==> src/rtl/rv32i_pkg.sv <==
// Shared RV32I constants: register geometry and write-back source encoding.
package rv32i_pkg;

  localparam int XLEN = 32;
  localparam int AW   = 5;

  localparam logic SRC_EX  = 1'b0;
  localparam logic SRC_MEM = 1'b1;

endpackage

==> src/rtl/wb_rr_arbiter2.sv <==
// Two-way round-robin arbiter between the execute and load write-back sources.
module wb_rr_arbiter2 (
  input  logic clk,
  input  logic rst_n,
  input  logic i_req_ex,
  input  logic i_req_mem,
  output logic o_gnt_ex,
  output logic o_gnt_mem
);
  import rv32i_pkg::*;

  logic r_prio;
  logic w_prio_next;

  always_comb begin
    o_gnt_ex    = 1'b0;
    o_gnt_mem   = 1'b0;
    w_prio_next = r_prio;
    if (rst_n) begin
      if (i_req_ex && i_req_mem) begin
        if (r_prio == SRC_MEM) o_gnt_mem = 1'b1;
        else                   o_gnt_ex  = 1'b1;
      end else if (i_req_ex) begin
        o_gnt_ex = 1'b1;
      end else if (i_req_mem) begin
        o_gnt_mem = 1'b1;
      end
      // Priority passes to whichever source lost (or did not request).
      if (o_gnt_ex)  w_prio_next = SRC_MEM;
      if (o_gnt_mem) w_prio_next = SRC_EX;
    end
  end

  always_ff @(posedge clk or negedge rst_n) begin
    if (!rst_n) r_prio <= SRC_MEM;
    else        r_prio <= w_prio_next;
  end

endmodule

==> src/rtl/regfile_wb_scheduler.sv <==
// Register-file write-back scheduler: shares the single write port between
// execute and load results and keeps the busy scoreboard that stalls decode.
module regfile_wb_scheduler #(
  parameter int XLEN = rv32i_pkg::XLEN,
  parameter int AW   = rv32i_pkg::AW
) (
  input  logic            clk,
  input  logic            rst_n,
  input  logic            issue_valid,
  input  logic            issue_we,
  input  logic [AW-1:0]   issue_rd,
  input  logic [AW-1:0]   issue_rs1,
  input  logic [AW-1:0]   issue_rs2,
  output logic            issue_stall,
  input  logic            flush,
  input  logic            ex_valid,
  input  logic [AW-1:0]   ex_rd,
  input  logic [XLEN-1:0] ex_data,
  output logic            ex_ready,
  input  logic            mem_valid,
  input  logic [AW-1:0]   mem_rd,
  input  logic [XLEN-1:0] mem_data,
  output logic            mem_ready,
  output logic [AW-1:0]   address3,
  output logic [XLEN-1:0] wr,
  output logic            we
);
  import rv32i_pkg::*;

  localparam int NREG = 2 ** AW;

  logic [NREG-1:0] r_busy;
  logic [NREG-1:0] w_busy;
  logic [NREG-1:0] w_busy_next;
  logic            w_gnt_ex;
  logic            w_gnt_mem;
  logic            w_any_gnt;
  logic [AW-1:0]   w_gnt_rd;
  logic [XLEN-1:0] w_gnt_data;
  logic            w_accept;
  logic            w_set_en;
  logic            w_clr_en;
  logic            r_we;
  logic [AW-1:0]   r_addr;
  logic [XLEN-1:0] r_wr;

  wb_rr_arbiter2 u_arb (
    .clk       (clk),
    .rst_n     (rst_n),
    .i_req_ex  (ex_valid),
    .i_req_mem (mem_valid),
    .o_gnt_ex  (w_gnt_ex),
    .o_gnt_mem (w_gnt_mem)
  );

  assign ex_ready   = w_gnt_ex;
  assign mem_ready  = w_gnt_mem;
  assign w_any_gnt  = w_gnt_ex | w_gnt_mem;
  assign w_gnt_rd   = w_gnt_mem ? mem_rd   : ex_rd;
  assign w_gnt_data = w_gnt_mem ? mem_data : ex_data;

  // x0 is never tracked, so it can never stall an operand read.
  assign w_busy = {r_busy[NREG-1:1], 1'b0};

  assign issue_stall = (issue_valid & (w_busy[issue_rs1] | w_busy[issue_rs2] |
                                       (issue_we & w_busy[issue_rd]))) | flush;
  assign w_accept    = issue_valid & ~issue_stall;
  assign w_set_en    = w_accept & issue_we & (issue_rd != '0);
  assign w_clr_en    = r_we & (r_addr != '0);

  assign w_busy_next[0] = 1'b0;

  genvar gi;
  generate
    for (gi = 1; gi < NREG; gi++) begin : g_busy
      // Clear beats set if both ever land on the same register.
      assign w_busy_next[gi] =
        flush                                   ? 1'b0 :
        (w_clr_en && (r_addr   == AW'(gi)))     ? 1'b0 :
        (w_set_en && (issue_rd == AW'(gi)))     ? 1'b1 :
                                                  r_busy[gi];
    end
  endgenerate

  always_ff @(posedge clk or negedge rst_n) begin
    if (!rst_n) r_busy <= '0;
    else        r_busy <= w_busy_next;
  end

  // A grant to x0 completes the handshake but never raises we.
  always_ff @(posedge clk or negedge rst_n) begin
    if (!rst_n) begin
      r_we   <= 1'b0;
      r_addr <= '0;
      r_wr   <= '0;
    end else begin
      r_we <= w_any_gnt & (w_gnt_rd != '0);
      if (w_any_gnt) begin
        r_addr <= w_gnt_rd;
        r_wr   <= w_gnt_data;
      end
    end
  end

  assign we       = r_we;
  assign address3 = r_addr;
  assign wr       = r_wr;

endmodule

==> config.mk <==
export PLATFORM = sky130hd
export DESIGN_NAME = regfile_wb_scheduler
export DESIGN_NICKNAME = d
export VERILOG_FILES = /design/src/rtl/rv32i_pkg.sv /design/src/rtl/wb_rr_arbiter2.sv /design/src/rtl/regfile_wb_scheduler.sv
export SDC_FILE = /design/constraint.sdc
export NUM_CORES = 1
export LEC_CHECK = 0
export ABC_AREA = 1
export CORE_ASPECT_RATIO = 1.5
export CORE_MARGIN = 5
export CORE_UTILIZATION = 44
export DETAILED_ROUTE_END_ITERATION = 8
export PLACE_DENSITY = 0.8
export SLEW_MARGIN = 5
export SYNTH_ARGS = -nofsm -noshare
export SYNTH_HDL_FRONTEND = slang
export SYNTH_HIERARCHICAL = 1
export SYNTH_SLANG_ARGS = --single-unit
==> constraint.sdc <==
create_clock -name clk -period 1.9 [get_ports clk]
set_input_delay 0.38 -clock clk [delete_from_list [all_inputs] [get_ports clk]]
set_output_delay 0.38 -clock clk [all_outputs]
set_load 0.01 [all_outputs]
==> results.txt, run 1 <==
----------------------------------------------------
[Die]
  Ports placed on the boundary ... between 100 and 150
  Floorplan die area ... about 13000 µm²
  DIE HEIGHT ... ~140 µm
  Core Area ... 10500 µm²
  DIE WIDTH ... ~94 µm
  Rows ... 46
  Starting density of the core ... 0.442

[Logic synthesis]
  Cell Area, Synth ... ~4600 µm²
  Count of unique library cells instantiated by Yosys ... 27
  Net Count, Synth ... around 800
  Synth Instances ... about 700
  Area fraction of the dominant cell type after synthesis ... 0.373
  Post-Syn Area per Cell ... between 6 and 7 µm²
  YS warnings ... 6
  Area contributors post-synth ... sky130_fd_sc_hd__dfrtp_1 (37%), sky130_fd_sc_hd__nand2_1 (17%), sky130_fd_sc_hd__nand3_1 (13%), sky130_fd_sc_hd__inv_1 (5.2%), sky130_fd_sc_hd__nor2_1 (4.2%)
  Sequential cell area fraction in the yosys report ... 0.378
  Number of synthesized register bits ... 70
  Most area-hungry cell type in the Yosys netlist ... sky130_fd_sc_hd__dfrtp_1

[Critical path]
  Required time at the endpoint of the critical path ... around 1500 ps
  Path depth of the worst reg2reg path ... 12
  Crit path max fanout ... 7
  Most frequent cell on the critical path ... sky130_fd_sc_hd__nand2_2
  Category of the worst setup path launch point ... primary input
  RR Startpoint ... r_busy[23]
  Crit Reg-Reg Endpoint ... r_busy[24]
  Worst-path cell chain ... dlygate4sd2_1, buf_6, nand2_2, inv_1, a21oi_1, nand2_1, a21oi_1, nand2_1, nand3_2, nand3_2, nand2_2, nand2_2, buf_6
  CP arrival ... between 1500 and 2000 ps
  Maximum cell stage delay along the critical path ... ~250 ps
  Critical-path cell with the highest stage delay ... sky130_fd_sc_hd__dlygate4sd2_1
  Register-to-register path setup slack ... -70 ps
  Crit Path Class ... in -> out
  Critical Path End Type ... primary output

[Routing]
  Residual DRC ... 0
  Initial DRC Count ... ~570
  Number of vias in the routed layout ... 5759
  Total routed wirelength ... around 19000 µm
  1st-pass router iterations ... 7
  Post-route ant nets ... 0
  Routed len/inst ... 18.2 µm
  Via-per-instance ratio ... between 5 and 6

[CTS]
  Cts bufs inserted ... 9
  Clock tree from TritonCTS ... built
  CTS Root Cell ... sky130_fd_sc_hd__clkbuf_16
  Cts-stage hold buffer count ... 0
  Later-pin clock latency in the skew report ... approximately 330 ps
  CTS clk-pin slew, worst paths ... ~50 ps
  Number of sinks handled by clock tree synthesis ... 70
  Htree depth ... 3
  Max Root-Sink Buffers ... 2

[Global routing]
  Met1 track demand over resource ... 0.315
  Grt met2 use ... 0.539
  Peak-usage layer in the global routing report ... met2
  Global-route wire length before repair ... 29800 µm
  Largest net degree at the start of global routing ... 63
  Leftover overflow at the end of global routing ... 0
  Met3 layer usage reported by global route ... 0.0750
  Via count of the first global-routing pass ... ~6000
  Antenna violations before repair ... 0
  All-layer global routing usage ... 0.306

[STA]
  Unrepaired setup endpoints after global routing ... true
  Max Clock Skew ... roughly 6.4 ps
  Normalized max-slew margin ... 0.499
  Worst slew pin tran ... around 750 ps
  Shortest period the worst path allows ... 2120 ps
  Worst Setup Slack, final ... -221 ps
  Setup-failing EPs final ... 32
  Fmax ... approximately 0.47 GHz
  Count of final hold-check violations ... 0
  Final Slew Violations ... 0
  Fraction of the cycle the final worst path needs ... 1.12

[Layout]
  Fraction of layout cells with a size suffix above 1 ... 0.164
  Final-stage net count ... around 1000
  Leading cell type in the layout, fill and taps excluded ... sky130_fd_sc_hd__nand2_1
  Diode count ... 0
  Area grow syn2layout ... 55.0%
  Highest-count cells in the layout ignoring fill and taps ... sky130_fd_sc_hd__nand2_1 (203), sky130_fd_sc_hd__clkdlybuf4s50_1 (122), sky130_fd_sc_hd__nand3_1 (116)
  Fill cell instance count of the final layout ... 890
  Non-filler instance count after layout ... 1057

[Power and ir drop]
  Relative contribution of combinational cells to total power ... 0.293
  Sequential fraction of design power ... 0.347
  Fraction of power consumed by the clock network ... 0.360
  Sw Pwr ... between 1.5 and 2 mW
  PD cells ... slightly above 700 nW/µm²
  Internal power ... approximately 3.6 mW
  Total leakage power ... ~3.3 nW
  Net Sw Frac ... 0.297
  IR drop worst, VDD ... 0.000622 V

[Status]
  Outcome ... complete, but fails checks
  Violated checks ... negative setup slack

[Place]
  DPL Wire Length ... 15000 µm
  IO buf count ... 136
  GPL Wtd Cong ... a little under 1
  Pre-CTS worst setup slack ... -1000 ps
  Placed cell count ... between 1000 and 1500

[Run]
  Max-cap violation count ... 0

[Min path]
  Worst min-delay path category ... in -> async

----------------------------------------------------
through the flow:
step	hold WS [ps]	util	TNS (ps)	instance area (µm²)	power, mW
2_1_floorplan	84.4	-	0	4650	2.42
3_3_place_gp	357	0.646	-25930	6760	3.28
3_5_place_dp	363	0.646	-27970	6760	3.31
4_1_cts	17.5	0.684	-792	7170	5.20
5_1_grt	40.3	0.686	-6020	7180	5.41
6_report	24.5	0.686	-1290	7180	5.19
worst max-delay path by stage:
| stage | from | end | slack, ps | depth (start not counted) |
|---|---|---|---|---|
| 3_3_place_gp | issue_rd[0] | issue_stall | -990 | 14 |
| 6_report | issue_rd[1] | issue_stall | -220 | 13 |
| 2_1_floorplan | issue_rd[1] | issue_stall | 10 | 14 |
| 4_1_cts | r_busy[25] | issue_stall | -220 | 14 |
| 5_1_grt | r_busy[25] | issue_stall | -330 | 14 |
| 3_5_place_dp | issue_rd[0] | issue_stall | -1000 | 14 |
power groups by stage:
stage / clock, mW / combinational (mW) / sequential, mW
floorplan: 0 / 0.548 / 1.87
global route: 1.95 / 1.65 / 1.82
CTS: 1.88 / 1.52 / 1.80
finish: 1.87 / 1.52 / 1.80
global placement: 0 / 1.47 / 1.81
detailed placement: 0 / 1.49 / 1.82
critical path: cells and delay by family:
| family | cells | cell delay (ps) |
|---|---|---|
| buf+inv | 4 | 590 |
| compound gates | 2 | 260 |
| simple gates | 7 | 500 |
synth_stat cells, drive strengths merged:
| master | count |
|---|---|
| o21ai | 30 |
| o211ai | 7 |
| nand3 | 119 |
| nand4 | 31 |
| dfstp | 1 |
| clkinv | 3 |
| a21oi | 38 |
| a31oi | 1 |
| dfrtp | 69 |
| nand3b | 1 |
| nor3 | 12 |
| nor2 | 53 |
| inv | 69 |
| o31ai | 9 |
| and3 | 1 |
| clkbuf | 17 |
| buf | 23 |
| nand2 | 213 |
| mux2i | 5 |
cell families (layout without fill, tap and decap cells):
logic type | after synthesis | after routing | share of synthesized area
simple gates | 430 | 430 | 0.405
compound gates | 85 | 85 | 0.102
mux | 5 | 5 | 0.0108
flops | 70 | 70 | 0.378
buf+inv | 112 | 323 | 0.103
what timing repair did:
item | CTS | global route
gates cloned | 3 | 0
resized for setup | 45 | 5
endpoints found under the setup margin | 34 | 33
pin swaps | 7 | 6
buffers inserted | 1 | 0
final cells by class:
type	count	area [µm²]	area share
Sequential cell	70	1760	0.245
Tap cell	144	180	0.0251
Timing Repair Buffer	234	2170	0.302
Clock inverter	3	65.1	0.00906
Multi-Input combinational cell	520	2460	0.342
Timing Repair inverter	1	7.51	0.00105
Inverter	72	279	0.0388
Clock buffer	13	270	0.0376
sequential cells by signal, summed over array words and instances, names as in the netlist:
signal and cells:
we 1, r_busy 31, u_arb/r_prio 1, address3 5
wr 32
routing by layer:
metal,vias up,routed length [µm]
li1,2732,-
met1,2649,6640
met2,301,9670
met3,77,1490
met4,0,1440
met5,-,0
Note: power is estimated with default switching activity, not from simulation.
==> inputs of run 2 (changes only) <==
Settings changed: GPL_ROUTABILITY_DRIVEN from default to 0.
==> results.txt, run 2 (synthesized netlist as in run 1, its figures left out) <==
----------------------------------------------------
[Critical path]
  Critical Path End Type ... primary output
  CP arrival ... around 1800 ps
  Crit Path Class ... reg -> out
  Worst path buffer plus inverter count ... 2
  Critical-path cell with the highest stage delay ... sky130_fd_sc_hd__dfrtp_1
  Most frequent cell on the critical path ... sky130_fd_sc_hd__nand3_1
  Delay-heaviest family, CP ... simple AND/OR/NAND/NOR gates
  Worst-path cell chain ... inv_2, nand2_1, nand3_1, nand3_1, nand3_1, nand3_1, nand2_2, nand3_2, nand2_2, nand2_2, buf_6
  Maximum cell stage delay along the critical path ... ~380 ps
  Required time at the endpoint of the critical path ... 1520 ps
  Category of the worst setup path launch point ... flop
  Crit path max fanout ... 3

[Layout]
  Diode count ... 0
  Final-stage net count ... 987
  Non-filler instance count after layout ... around 1000
  Fraction of layout cells with a size suffix above 1 ... 0.152
  Fill cell instance count of the final layout ... ~870
  Max reg flops ... 32
  Highest-count cells in the layout ignoring fill and taps ... sky130_fd_sc_hd__nand2_1 (204), sky130_fd_sc_hd__clkdlybuf4s50_1 (123), sky130_fd_sc_hd__nand3_1 (117)
  Leading cell type in the layout, fill and taps excluded ... sky130_fd_sc_hd__nand2_1
  Area grow syn2layout ... 50.9%
  Final cell utilization of the core ... 0.667

[Global routing]
  Antenna violations before repair ... 0
  Largest net degree at the start of global routing ... 63
  All-layer global routing usage ... 0.280
  Via count of the first global-routing pass ... between 5000 and 6000
  Global-route wire length before repair ... between 20000 and 30000 µm
  Leftover overflow at the end of global routing ... 0

[CTS]
  Cts bufs inserted ... 9
  CTS clk-pin slew, worst paths ... around 50 ps
  Later-pin clock latency in the skew report ... between 300 and 400 ps
  Max Root-Sink Buffers ... 2
  Htree depth ... 3
  CTS Root Cell ... sky130_fd_sc_hd__clkbuf_16
  Clock tree from TritonCTS ... built
  Cts-stage hold buffer count ... 0
  Number of sinks handled by clock tree synthesis ... 70

[STA]
  Worst Setup Slack, final ... -247 ps
  Unrepaired setup endpoints after global routing ... true
  Fmax ... approximately 0.47 GHz
  Fraction of the cycle the final worst path needs ... 1.13
  Hold WS ... ~19 ps
  Final Slew Violations ... 0
  Count of final hold-check violations ... 0
  Shortest period the worst path allows ... ~2100 ps
  Normalized max-slew margin ... 0.512
  Setup-failing EPs final ... 32
  Max Clock Skew ... around 2.4 ps
  Worst slew pin tran ... roughly 730 ps

[Min path]
  Worst min-delay path category ... in -> async

[Die]
  Starting density of the core ... 0.442
  Core Area ... roughly 10000 µm²
  Rows ... 46
  DIE WIDTH ... roughly 94 µm
  Ports placed on the boundary ... between 100 and 150
  Floorplan die area ... approximately 13000 µm²
  DIE HEIGHT ... about 140 µm

[Routing]
  Initial DRC Count ... 537
  Routed len/inst ... between 15 and 20 µm
  Post-route ant nets ... 0
  1st-pass router iterations ... 5
  Residual DRC ... 0
  Total routed wirelength ... 17300 µm
  Number of vias in the routed layout ... roughly 5700
  Via-per-instance ratio ... roughly 5.5

[Status]
  Outcome ... complete, but fails checks
  Violated checks ... negative setup slack

[Power and ir drop]
  Fraction of power consumed by the clock network ... 0.333
  Internal power ... about 3.5 mW
  Relative contribution of combinational cells to total power ... 0.303
  Post-route total power ... about 4.9 mW
  Total leakage power ... around 3.2 nW
  Sequential fraction of design power ... 0.364
  Sw Pwr ... about 1.5 mW
  IR drop worst, VDD ... 0.000537 V
  Net Sw Frac ... 0.302
  PD cells ... 708 nW/µm²

[Place]
  Placed cell count ... roughly 1000
  IO buf count ... between 100 and 150
  DPL Wire Length ... about 13000 µm

[Run]
  Max-cap violation count ... 0

----------------------------------------------------
run 2: cell count changes in the layout (fill, tap and decap cells not counted), moves of 3 or more:
cell,change
sky130_fd_sc_hd__nor2_2,+3
sky130_fd_sc_hd__inv_1,-7
sky130_fd_sc_hd__dfrtp_2,-3
sky130_fd_sc_hd__dfrtp_1,+3
sky130_fd_sc_hd__buf_4,-14
sky130_fd_sc_hd__inv_2,+7
run 2: area by class of cell:
type                    instances  area [µm²]  area share
repair buffers                218        2020       0.289
well taps                     144         180      0.0258
clock buffers                  13         260      0.0372
multi-input cells             520        2460       0.352
clock inverters                 1        30.0     0.00430
inverters                      72         282      0.0403
flip-flops and latches         70        1750       0.251
run 2: through the flow:
stage               instance area, µm²  TNS, ps  setup slack, ps
floorplan                         4650        0             12.4
global placement                  6620   -25810             -928
detailed placement                6620   -29860             -945
CTS                               6950     -350             -217
global route                      6990    -6450             -339
finish                            6990    -2230             -247
run 2: metal layers:
layer,vias to the layer above,GRT usage,share of wire
met1,2620,0.307,0.35
met3,75,0.0856,0.10
met2,357,0.478,0.49
met5,-,0,0
li1,2692,-,-
met4,0,0.152,0.049
run 2: path summary, 6_finish.rpt:
kind                            startpoint     endpoint  slack (ps)  depth (start not counted)
min in group clk                    wr[10]       wr[10]         490                          2
worst min-delay path                 rst_n       wr[18]          20                          2
worst max register to register  r_busy[19]   r_busy[31]         -90                         12
max in group asynchronous            rst_n   r_busy[26]        1130                          2
worst max-delay path            r_busy[19]  issue_stall        -250                         11
worst min register to register      wr[10]       wr[10]         490                          2
run 2: timing repair:
item,in CTS,in global routing
buffers inserted,2,0
cloned,1,0
gates resized for setup,39,15
pin swaps,10,15
setup endpoints to repair,34,32
run 2: power by group through the flow:
stage | combinational [mW] | sequential (mW) | clock [mW]
after global routing | 1.63 | 1.82 | 1.73
after global placement | 1.45 | 1.81 | 0
after detailed placement | 1.47 | 1.82 | 0
final | 1.50 | 1.80 | 1.65
after floorplan | 0.548 | 1.87 | 0
after CTS | 1.49 | 1.80 | 1.67
run 2: worst reg2reg max path, delay by kind of cell (launching register included):
family	cells	cell delay, ps
simple gates	9	950
flops	1	380
compound gates	1	170
buf+inv	2	410
